[src/rtl/weight_skew_buffer_if.sv]
// Write-side and stream-side signal bundle for the double-buffered weight skew buffer.
// The master drives loads and stream requests; the slave is the buffer itself.
interface weight_skew_buffer_if #(
    parameter int unsigned COLS       = 4,
    parameter int unsigned W_BITWIDTH = 8,
    parameter int unsigned DEPTH      = 16
);
    localparam int unsigned CW = (COLS > 1) ? $clog2(COLS) : 1;
    localparam int unsigned AW = (DEPTH > 1) ? $clog2(DEPTH) : 1;
    localparam int unsigned LW = $clog2(DEPTH + 1);

    logic                                 wr_en;
    logic [CW-1:0]                        wr_col;
    logic [AW-1:0]                        wr_addr;
    logic [W_BITWIDTH-1:0]                wr_data;
    logic                                 wr_commit;
    logic                                 wr_ready;
    logic                                 start;
    logic [LW-1:0]                        len;
    logic                                 rev;
    logic                                 busy;
    logic                                 done;
    logic [COLS-1:0]                      o_valid;
    logic [COLS-1:0][W_BITWIDTH-1:0]      o_data;

    modport master (
        output wr_en, wr_col, wr_addr, wr_data, wr_commit, start, len, rev,
        input  wr_ready, busy, done, o_valid, o_data
    );

    modport slave (
        input  wr_en, wr_col, wr_addr, wr_data, wr_commit, start, len, rev,
        output wr_ready, busy, done, o_valid, o_data
    );
endinterface

[src/rtl/weight_skew_buffer.sv]
// Ping-pong weight store feeding the systolic array's top edge: the shadow bank is loaded
// while the active bank streams rows to lane 0, with lane j replaying lane 0 j cycles later.
module weight_skew_buffer #(
    parameter int unsigned COLS       = 4,
    parameter int unsigned W_BITWIDTH = 8,
    parameter int unsigned DEPTH      = 16
) (
    input  logic                 clk,
    input  logic                 rstn,
    weight_skew_buffer_if.slave  bus
);
    localparam int unsigned CW         = (COLS > 1) ? $clog2(COLS) : 1;
    localparam int unsigned AW         = (DEPTH > 1) ? $clog2(DEPTH) : 1;
    localparam int unsigned LW         = $clog2(DEPTH + 1);
    localparam int unsigned DW         = (COLS > 1) ? $clog2(COLS) : 1;
    localparam int unsigned DRAIN_LAST = (COLS > 1) ? COLS - 2 : 0;

    typedef enum logic [1:0] {StIdle, StStream, StDrain, StDone} state_e;

    state_e                        r_state, w_state_nxt;
    logic [1:0]                    r_full, w_full_nxt;
    logic                          r_wr_bank, w_wr_bank_nxt;
    logic                          r_rd_bank, w_rd_bank_nxt;
    logic [LW-1:0]                 r_len, w_len_nxt;
    logic [LW-1:0]                 r_cnt, w_cnt_nxt;
    logic                          r_rev, w_rev_nxt;
    logic [DW-1:0]                 r_drain, w_drain_nxt;
    logic [COLS-1:0]               r_vld;
    logic [COLS-1:0][AW-1:0]       r_addr;
    logic                          w_vld0_nxt;
    logic [AW-1:0]                 w_addr0_nxt;

    logic [W_BITWIDTH-1:0]         r_mem [2][COLS][DEPTH];

    logic                          w_wr_ready;
    logic                          w_addr_ok;
    logic                          w_col_ok;
    logic                          w_wr_fire;
    logic                          w_commit_fire;
    logic                          w_start_ok;
    logic                          w_done_state;

    // Range checks collapse to constants when the index space is exactly a power of two.
    if ((1 << AW) == DEPTH) begin : g_addr_pow2
        assign w_addr_ok = 1'b1;
    end else begin : g_addr_chk
        assign w_addr_ok = (bus.wr_addr < AW'(DEPTH));
    end

    if ((1 << CW) == COLS) begin : g_col_pow2
        assign w_col_ok = 1'b1;
    end else begin : g_col_chk
        assign w_col_ok = (bus.wr_col < CW'(COLS));
    end

    assign w_wr_ready    = ~r_full[r_wr_bank];
    assign w_wr_fire     = bus.wr_en & w_wr_ready & w_addr_ok & w_col_ok;
    assign w_commit_fire = bus.wr_commit & w_wr_ready;
    assign w_start_ok    = bus.start & r_full[r_rd_bank] & (bus.len != '0) &
                           (bus.len <= LW'(DEPTH));
    assign w_done_state  = (r_state == StDone);

    // Weight storage is deliberately left unreset.
    always_ff @(posedge clk) begin
        if (w_wr_fire) begin
            r_mem[r_wr_bank][bus.wr_col][bus.wr_addr] <= bus.wr_data;
        end
    end

    always_comb begin
        w_full_nxt    = r_full;
        w_wr_bank_nxt = r_wr_bank;
        if (w_commit_fire) begin
            w_full_nxt[r_wr_bank] = 1'b1;
            w_wr_bank_nxt         = ~r_wr_bank;
        end
        // Commit and DONE never target the same bank: one needs it empty, the other full.
        if (w_done_state) begin
            w_full_nxt[r_rd_bank] = 1'b0;
        end
    end

    always_comb begin
        w_state_nxt   = r_state;
        w_cnt_nxt     = r_cnt;
        w_len_nxt     = r_len;
        w_rev_nxt     = r_rev;
        w_drain_nxt   = r_drain;
        w_rd_bank_nxt = r_rd_bank;
        w_vld0_nxt    = 1'b0;
        w_addr0_nxt   = r_addr[0];
        unique case (r_state)
            StIdle: begin
                if (w_start_ok) begin
                    w_state_nxt = StStream;
                    w_vld0_nxt  = 1'b1;
                    w_cnt_nxt   = LW'(1);
                    w_len_nxt   = bus.len;
                    w_rev_nxt   = bus.rev;
                    w_addr0_nxt = bus.rev ? AW'(bus.len - LW'(1)) : '0;
                end
            end
            StStream: begin
                if (r_cnt == r_len) begin
                    w_state_nxt = (COLS > 1) ? StDrain : StDone;
                    w_drain_nxt = '0;
                end else begin
                    w_vld0_nxt  = 1'b1;
                    w_cnt_nxt   = r_cnt + LW'(1);
                    w_addr0_nxt = r_rev ? (r_addr[0] - AW'(1)) : (r_addr[0] + AW'(1));
                end
            end
            StDrain: begin
                // Hold until the last lane has replayed its final row.
                if (r_drain == DW'(DRAIN_LAST)) begin
                    w_state_nxt = StDone;
                end else begin
                    w_drain_nxt = r_drain + DW'(1);
                end
            end
            StDone: begin
                w_state_nxt   = StIdle;
                w_rd_bank_nxt = ~r_rd_bank;
            end
            default: w_state_nxt = StIdle;
        endcase
    end

    always_ff @(posedge clk or negedge rstn) begin
        if (!rstn) begin
            r_state   <= StIdle;
            r_full    <= '0;
            r_wr_bank <= 1'b0;
            r_rd_bank <= 1'b0;
            r_len     <= '0;
            r_cnt     <= '0;
            r_rev     <= 1'b0;
            r_drain   <= '0;
        end else begin
            r_state   <= w_state_nxt;
            r_full    <= w_full_nxt;
            r_wr_bank <= w_wr_bank_nxt;
            r_rd_bank <= w_rd_bank_nxt;
            r_len     <= w_len_nxt;
            r_cnt     <= w_cnt_nxt;
            r_rev     <= w_rev_nxt;
            r_drain   <= w_drain_nxt;
        end
    end

    // Skew pipeline: each lane carries lane 0's valid and row address, one cycle later per lane.
    always_ff @(posedge clk or negedge rstn) begin
        if (!rstn) begin
            r_vld  <= '0;
            r_addr <= '0;
        end else begin
            r_vld[0]  <= w_vld0_nxt;
            r_addr[0] <= w_addr0_nxt;
            for (int j = 1; j < COLS; j++) begin
                r_vld[j]  <= r_vld[j-1];
                r_addr[j] <= r_addr[j-1];
            end
        end
    end

    always_comb begin
        bus.o_data = '0;
        for (int j = 0; j < COLS; j++) begin
            if (r_vld[j]) begin
                bus.o_data[j] = r_mem[r_rd_bank][j][r_addr[j]];
            end
        end
    end

    assign bus.o_valid  = r_vld;
    assign bus.wr_ready = w_wr_ready;
    assign bus.busy     = (r_state != StIdle);
    assign bus.done     = w_done_state;

endmodule
[src/flat_wrapper.sv]
// flat-port wrapper written by rule: the top's interface ports become plain ports
module weight_skew_buffer_flat 
#(
    parameter int unsigned COLS       = 4,
    parameter int unsigned W_BITWIDTH = 8,
    parameter int unsigned DEPTH      = 16
)
  (clk, rstn, bus_wr_en, bus_wr_col, bus_wr_addr, bus_wr_data, bus_wr_commit, bus_start, bus_len, bus_rev, bus_wr_ready, bus_busy, bus_done, bus_o_valid, bus_o_data);
  weight_skew_buffer_if #(.COLS(COLS), .W_BITWIDTH(W_BITWIDTH), .DEPTH(DEPTH)) bus_i ();
  input  logic clk;
  input  logic rstn;
  input wire logic [$bits(bus_i.wr_en)-1:0] bus_wr_en;
  input wire logic [$bits(bus_i.wr_col)-1:0] bus_wr_col;
  input wire logic [$bits(bus_i.wr_addr)-1:0] bus_wr_addr;
  input wire logic [$bits(bus_i.wr_data)-1:0] bus_wr_data;
  input wire logic [$bits(bus_i.wr_commit)-1:0] bus_wr_commit;
  input wire logic [$bits(bus_i.start)-1:0] bus_start;
  input wire logic [$bits(bus_i.len)-1:0] bus_len;
  input wire logic [$bits(bus_i.rev)-1:0] bus_rev;
  output wire logic [$bits(bus_i.wr_ready)-1:0] bus_wr_ready;
  output wire logic [$bits(bus_i.busy)-1:0] bus_busy;
  output wire logic [$bits(bus_i.done)-1:0] bus_done;
  output wire logic [$bits(bus_i.o_valid)-1:0] bus_o_valid;
  output wire logic [$bits(bus_i.o_data)-1:0] bus_o_data;
  assign bus_i.wr_en = bus_wr_en;
  assign bus_i.wr_col = bus_wr_col;
  assign bus_i.wr_addr = bus_wr_addr;
  assign bus_i.wr_data = bus_wr_data;
  assign bus_i.wr_commit = bus_wr_commit;
  assign bus_i.start = bus_start;
  assign bus_i.len = bus_len;
  assign bus_i.rev = bus_rev;
  assign bus_wr_ready = bus_i.wr_ready;
  assign bus_busy = bus_i.busy;
  assign bus_done = bus_i.done;
  assign bus_o_valid = bus_i.o_valid;
  assign bus_o_data = bus_i.o_data;
  weight_skew_buffer #(.COLS(COLS), .W_BITWIDTH(W_BITWIDTH), .DEPTH(DEPTH)) u_core (.clk(clk), .rstn(rstn), .bus(bus_i));
endmodule
[config.mk]
export PLATFORM = sky130hd
export DESIGN_NAME = weight_skew_buffer_flat
export DESIGN_NICKNAME = d
export VERILOG_FILES = /design/src/rtl/weight_skew_buffer_if.sv /design/src/rtl/weight_skew_buffer.sv /design/src/flat_wrapper.sv
export SDC_FILE = /design/constraint.sdc
export NUM_CORES = 1
export LEC_CHECK = 0
export CAP_MARGIN = 15
export CORE_MARGIN = 5
export CORE_UTILIZATION = 54
export DETAILED_ROUTE_END_ITERATION = 10
export HOLD_SLACK_MARGIN = 0.05
export PLACE_DENSITY = 0.67
export SLEW_MARGIN = 20
export SYNTH_ARGS = -nofsm -noshare
export SYNTH_HDL_FRONTEND = slang
export SYNTH_SLANG_ARGS = --single-unit
[constraint.sdc]
create_clock -name clk -period 2.93 [get_ports clk]
set_input_delay 0.879 -clock clk [delete_from_list [all_inputs] [get_ports clk]]
set_output_delay 0.879 -clock clk [all_outputs]
set_load 0.02 [all_outputs]
==> results.ini, run 1 <==
[setup_path]
cpPeakStageDelay_ns=0.53
arrival_ns=2.87
cp-start-kind=flip-flop
path_cells=buf_6 -> buf_12 -> buf_8 -> buf_6 -> mux4_2 -> nor2_4 -> nor2_4 -> o221ai_2 -> a31oi_2 -> buf_4
crit_path_max_fanout=7
critPathTopFamily=buffers and inverters
critPathKind=flip-flop to primary output
cp.buffers_inverters=5
worst-endpoint-required_ns=2.05
end_kind=primary output
crit_slowest_cell=mux4_2

[cts]
cts_tree=done
clock-root-buffer=clkbuf_16
clk-insertion-delay-late_ns=0.66
htree_num_levels=3
hold_buffers=0
cts_buffer_depth=3
clock-sinks=1063
clk_pin_slew_worst_paths_ns=0.06
numCtsBuffers=103

[place]
port_buffers=63
postPlaceCellArea_mm2=0.0460
hpwl_um=61100
place_inst=3385
place_congestion=0.851

[sta]
fin_skew_ns=0.0269
max_slew.worst_pin.slew_ns=0.706
rsz0062_at_grt=yes
max_clock_freq_mhz=267
period_minus_slack_ns=3.75
finalSetupViolations=32
fin_ws_ns=-0.821
fin_crit_sh=1.28
slew_headroom=0.529
hold_viol_final=0
slew_viol_final=0

[layout]
stdcell_count=3615
layout-drive-gt1-share=0.378
post-route-util=0.664
layout_common_cells=1024 x edfxtp_1, 323 x buf_4, 256 x mux4_2
syn2layout_area_growth_pct=21.6
fin_area_mm2=0.0505
nets=2533
nFillCells=4993
final_common_cell=edfxtp_1

[grt]
grt-ovfl-total=0
antenna_found_initial=0
grt_use_total=0.236
grt_pass1_wl_um=145000
grt_max_degree=129
grt_pass1_vias=22400

[synth]
syn_nets=2103
ys_seq_area_frac=0.764
synth_cell_types=52
netlist_instances=2067
synthMuxAreaShare=0.148
synth-simple-area-share=0.0401
syn_area_mm2=0.0415
synth_compound_area_frac=0.0258
synth_top_family_by_area=multiplexers
synth_fa_ha_area_frac=0.00350
synth_warnings=0
syn_area_per_cell_um2=20.1
ys_seq_elements=1063
synth-xor-area-share=0.00253

[detailed_routing]
top_layer_used=met4
drcViolationCount=0
vias=21700
wl_um=97000
wl_met1_um=39800
route.met2.wl_um=48500
ant_nets=0
wl_met3_um=6660
dr.pass1.iters=6
post_drt_wl_per_cell_um=26.8
via_per_inst=6.01
drt_iter0_markers=2482

[run]
max_cap_violations=0

[die]
coreArea_mm2=0.0761
die_x_um=287
io_pins=64
start_util=0.546
die_h_um=287
dieArea_mm2=0.0825
fp-row-count=101

[power_and_ir_drop]
powerDensity_mw_per_mm2=894
peakVddDrop_uv=546
power_leakage_nw=16.9

[hold_path]
holdCritPathClass=input port to asynchronous set/reset pin

[run_status]
violations=negative setup slack
status=finished with violations

worst register-to-register path: stages (launching register included):
cell,delay [ns]
dfrtp_2,0.46
mux2i_2,0.29
buf_4,0.20
nand2_1,0.11
nor3b_2,0.41
nand2_1,0.19
buf_4,0.19
nor2_1,0.17
buf_4,0.21
per-stage QoR:
stage	total power, mW	hold slack, ns	setup slack (ns)	setup TNS [ns]
finish	45.1	0.212	-0.821	-22.24
global route	47.0	0.225	-0.848	-24.42
CTS	44.7	0.192	-0.831	-24.62
detailed placement	30.6	0.503	-0.557	-15.31
global placement	30.4	0.489	-0.547	-14.74
floorplan	25.3	0.349	0.255	0
where the power goes:
group / total [mW] / internal [mW] / switching, mW / leakage (nW)
sequential: 17.4 / 17.0 / 0.403 / 9.67
clock: 12.9 / 7.50 / 5.44 / 1.64
combinational: 14.8 / 7.32 / 7.52 / 5.55
total: 45.1 / 31.8 / 13.4 / 16.9
cells by family after synthesis:
logic type      after synthesis
simple gates                409
xor+xnor                     12
fa+ha+maj                    11
buf+inv                     127
compound gates              156
flops                      1063
mux                         289
final cells by class:
| cell class | instances | area (um^2) | share of cell area |
|---|---|---|---|
| diodes | 1 | 2.50 | 0.0000496 |
| multi-input cells | 877 | 9750 | 0.193 |
| clock buffers | 134 | 2870 | 0.0569 |
| inverters | 14 | 65.1 | 0.00129 |
| flip-flops and latches | 1063 | 31700 | 0.629 |
| clock inverters | 58 | 464 | 0.00920 |
| repair buffers | 438 | 4290 | 0.0849 |
| well taps | 1030 | 1290 | 0.0255 |
worst paths after layout:
| check | cells after the start | slack (ns) | start | end |
|---|---|---|---|---|
| worst max-delay path | 10 | -0.82 | u_core.r_rd_bank$_DFFE_PN0P_ | bus_o_data[5] |
| worst min-delay path | 1 | 0.21 | rstn | u_core.bus.o_valid[0]$_DFF_PN0_ |
| worst max register to register | 8 | 0.43 | u_core.r_wr_bank$_DFFE_PN0N_ | u_core.r_mem[0][361]$_DFFE_PP_ |
| worst min register to register | 2 | 0.51 | u_core.r_len[1]$_DFFE_PN0P_ | u_core.r_len[1]$_DFFE_PN0P_ |
| max in group asynchronous | 2 | 2.02 | rstn | u_core.r_addr[4]$_DFF_PN0_ |
| min in group clk | 1 | 0.48 | bus_wr_data[2] | u_core.r_mem[1][418]$_DFFE_PP_ |
state kept, by name, indices dropped and copies added, names as in the netlist:
register            cells
u_core.r_mem         1024
u_core.r_addr          16
u_core.r_cnt            5
u_core.r_len            5
u_core.bus.o_valid      4
u_core.r_drain          2
u_core.r_full           2
u_core.r_state          2
u_core.r_rd_bank        1
u_core.r_rev            1
u_core.r_wr_bank        1
Yosys cell counts, drive strengths merged:
master  count  area (um^2)
o31ai       5         37.5
a22o        4         35.0
nand3b      2         15.0
fa          1         20.0
inv        13         48.8
mux4      256         5770
nand2     197          739
clkbuf     54          204
nand3      12         60.1
a22oi       8         60.1
a21o        1         7.51
nor2      160          601
o21a        1         7.51
dfrtp      39          976
xnor2       9         78.8
o211ai      2         15.0
mux2i       2         20.0
nor3        4         20.0
or2         7         43.8
mux2       31          349
o32a        1         10.0
o22ai       3         18.8
a221oi     24          210
or3         5         31.3
o21ai      11         55.1
a21oi      56          284
and4        1         8.76
clkinv      1         3.75
nor3b       3         32.5
a31oi       8         50.1
xor2        3         26.3
nor2b       8         52.6
and2        4         25.0
buf        59          414
ha         10          125
and3        1         6.26
edfxtp   1024        30700
nand2b      4         25.0
o221ai     32          280
nand4       1         6.26
per-layer routing:
layer,GRT usage,up-vias
met5,0,-
met4,0.0605,0
met3,0.0366,142
met2,0.388,895
met1,0.341,11400
li1,-,9253
repair_timing:
| action | in CTS | in global routing |
|---|---|---|
| setup endpoints to repair | 36 | 32 |
| resized for setup | 268 | 71 |
| pin swaps | 14 | 16 |
| gates cloned | 5 | 2 |
| buffers inserted | 20 | 12 |
No activity file was read; power rests on OpenSTA's default activity.
==> run 2, diff against run 1 <==
Settings changed: CTS_BUF_LIST from default to sky130_fd_sc_hd__clkbuf_2 sky130_fd_sc_hd__clkbuf_4 sky130_fd_sc_hd__clkbuf_8.
==> results.ini, run 2 (same netlist as run 1, synthesis figures left out) <==
[setup_path]
worst-endpoint-required_ns=2.05  ; about the same
critPathKind=flip-flop to primary output
timing.rr.start=u_core.r_rd_bank$_DFFE_PN0P_
end_kind=primary output
reg2reg_slack_ns=0.44  ; about the same
ff2ff_path_depth=9  ; +1
crit_path_start=u_core.r_rd_bank$_DFFE_PN0P_
cp-start-kind=flip-flop
crit_path_max_fanout=8  ; +1
arrival_ns=3.02  ; +0.15 ns
reg2reg_to=u_core.r_addr[0]$_DFFE_PN0P_

[layout]
final_common_cell=edfxtp_1
fin_area_mm2=0.0506  ; +0.32%
reg_top3=u_core.r_mem x1024, u_core.r_addr x16
stdcell_count=3731  ; +3.2%
nets=2592  ; +2.3%
regMostFlops=u_core.r_mem
syn2layout_area_growth_pct=22.0
layout_common_cells=1024 x edfxtp_1, 314 x buf_4, 256 x mux4_2
largest_register_ffs=1024  ; unchanged
layout-drive-gt1-share=0.403  ; +0.0248

[sta]
finalSetupViolations=32  ; unchanged
rsz0062_at_grt=yes
hold_viol_final=0  ; unchanged
fin_skew_ns=0.0227  ; -0.00421 ns
fin_crit_sh=1.33  ; +0.0516
finalSetupTns_ns=-27.46  ; -5.22 ns
max_slew.worst_pin.slew_ns=0.668  ; -0.0382 ns
slew_headroom=0.555  ; +0.0255
fin_ws_ns=-0.972  ; -0.151 ns
max_clock_freq_mhz=256  ; -3.9%
slew_viol_final=0  ; unchanged
period_minus_slack_ns=3.90  ; +0.151 ns

[run]
max_cap_violations=0  ; unchanged

[detailed_routing]
drcViolationCount=0  ; unchanged
route.met2.wl_um=47800  ; -1.5%
ant_nets=0  ; unchanged
drt_iter0_markers=2432  ; -2.0%
wl_met1_um=39600  ; -0.31%
wl_um=97400  ; +0.40%
post_drt_wl_per_cell_um=26.1  ; -2.7%
top_layer_used=met4
wl_met3_um=7300  ; +9.6%
vias=22000  ; +1.3%
via_per_inst=5.90  ; -1.9%
dr.pass1.iters=5  ; -1

[cts]
cts_tree=done
cts_buffer_depth=3  ; unchanged
clk_pin_slew_worst_paths_ns=0.06  ; about the same
clk-insertion-delay-late_ns=0.81  ; +0.15 ns
clock-sinks=1063  ; unchanged
clock-root-buffer=clkbuf_8
numCtsBuffers=165  ; +60%
htree_num_levels=4  ; +1

[grt]
grt_pass1_vias=22800  ; +1.6%
grt-ovfl-total=0  ; unchanged
antenna_found_initial=1  ; +1
grt_use_total=0.237  ; about the same
grt_pass1_wl_um=144000  ; -0.59%
grt_max_degree=129  ; unchanged

[place]
port_buffers=63  ; unchanged
postPlaceCellArea_mm2=0.0460  ; unchanged
place_inst=3385  ; unchanged
hpwl_um=61100  ; unchanged
place_congestion=0.851  ; unchanged

[hold_path]
hp-start=bus_wr_data[2]
hold_end=u_core.r_mem[1][418]$_DFFE_PP_
holdCritPathClass=input port to flip-flop
min_path_cells=1

[power_and_ir_drop]
powerDensity_mw_per_mm2=884  ; -1.1%
power_leakage_nw=17.0  ; +1.1%
peakVddDrop_uv=463  ; -15%
total_power_mw=44.8  ; -0.80%

[die]
die_x_um=287  ; unchanged
io_pins=64  ; unchanged
dieArea_mm2=0.0825  ; unchanged
die_h_um=287  ; unchanged
fp-row-count=101  ; unchanged
coreArea_mm2=0.0761  ; unchanged
start_util=0.546  ; unchanged

[run_status]
status=finished with violations
violations=negative setup slack

-- run 2: changes by cell type in the layout (fill, tap and decap cells not counted), moves of 5 or more --
cell       delta
buf_4         -9
clkinv_2      -6
a21oi_1       +6
clkbuf_1     -19
clkbuf_8    +174
a21oi_2       -7
clkbuf_16   -108
clkbuf_4     +56
bufinv_16     -5
buf_16        +5
a221oi_2      -7
clkinv_1     +15
-- run 2: through the flow --
step	utilization	worst slack, ns	hold WS (ns)
final	0.666	-0.972	0.322
after global routing	0.666	-1.04	0.291
after CTS	0.658	-1.00	0.255
after detailed placement	0.605	-0.557	0.503
after global placement	0.605	-0.547	0.489
after floorplan	-	0.255	0.349
-- run 2: how the worst max path moves through the flow --
stage                endpoint  slack [ns]  depth (start not counted)
2_1_floorplan  bus_o_data[10]        0.25                          5
3_5_place_dp    bus_o_data[3]       -0.56                          9
3_3_place_gp    bus_o_data[3]       -0.55                          9
5_1_grt        bus_o_data[27]       -1.04                          8
4_1_cts        bus_o_data[26]       -1.00                          8
6_report       bus_o_data[27]       -0.97                          8
-- run 2: what timing repair did --
item                       4_1_cts  5_1_grt
setup endpoints to repair       38       33
setup buffers                   17       11
gates cloned                     7        2
pin swaps                       16       19
hold endpoints to repair        19        0
hold buffers                     1        0
resized for setup              249       99
-- run 2: per-layer routing --
layer	vias up	global-route usage
met5	-	0
met4	0	0.0763
met3	172	0.0541
met2	927	0.379
met1	11500	0.330
li1	9428	-
-- run 2: where the power goes --
part / switching, mW / internal (mW) / total [mW]
logic: 7.58 / 7.47 / 15.0
registers: 0.373 / 17.0 / 17.3
clock network: 5.74 / 6.66 / 12.4
-- run 2: area by class of cell --
class / count / area (um^2)
diodes: 3 / 7.51
clock buffers: 237 / 2910
repair buffers: 435 / 4400
multi-input cells: 877 / 9760
fillers: 5023 / 25400
flip-flops and latches: 1063 / 31700
well taps: 1030 / 1290
clock inverters: 72 / 477
inverters: 14 / 55.1
-- run 2: worst max-delay path, stage by stage (launching register included) --
cell,delay [ns]
dfrtp_4,0.45
buf_12,0.13
buf_16,0.18
clkbuf_16,0.17
mux4_2,0.54
mux2_4,0.32
o221ai_4,0.19
a21oi_2,0.07
buf_4,0.17
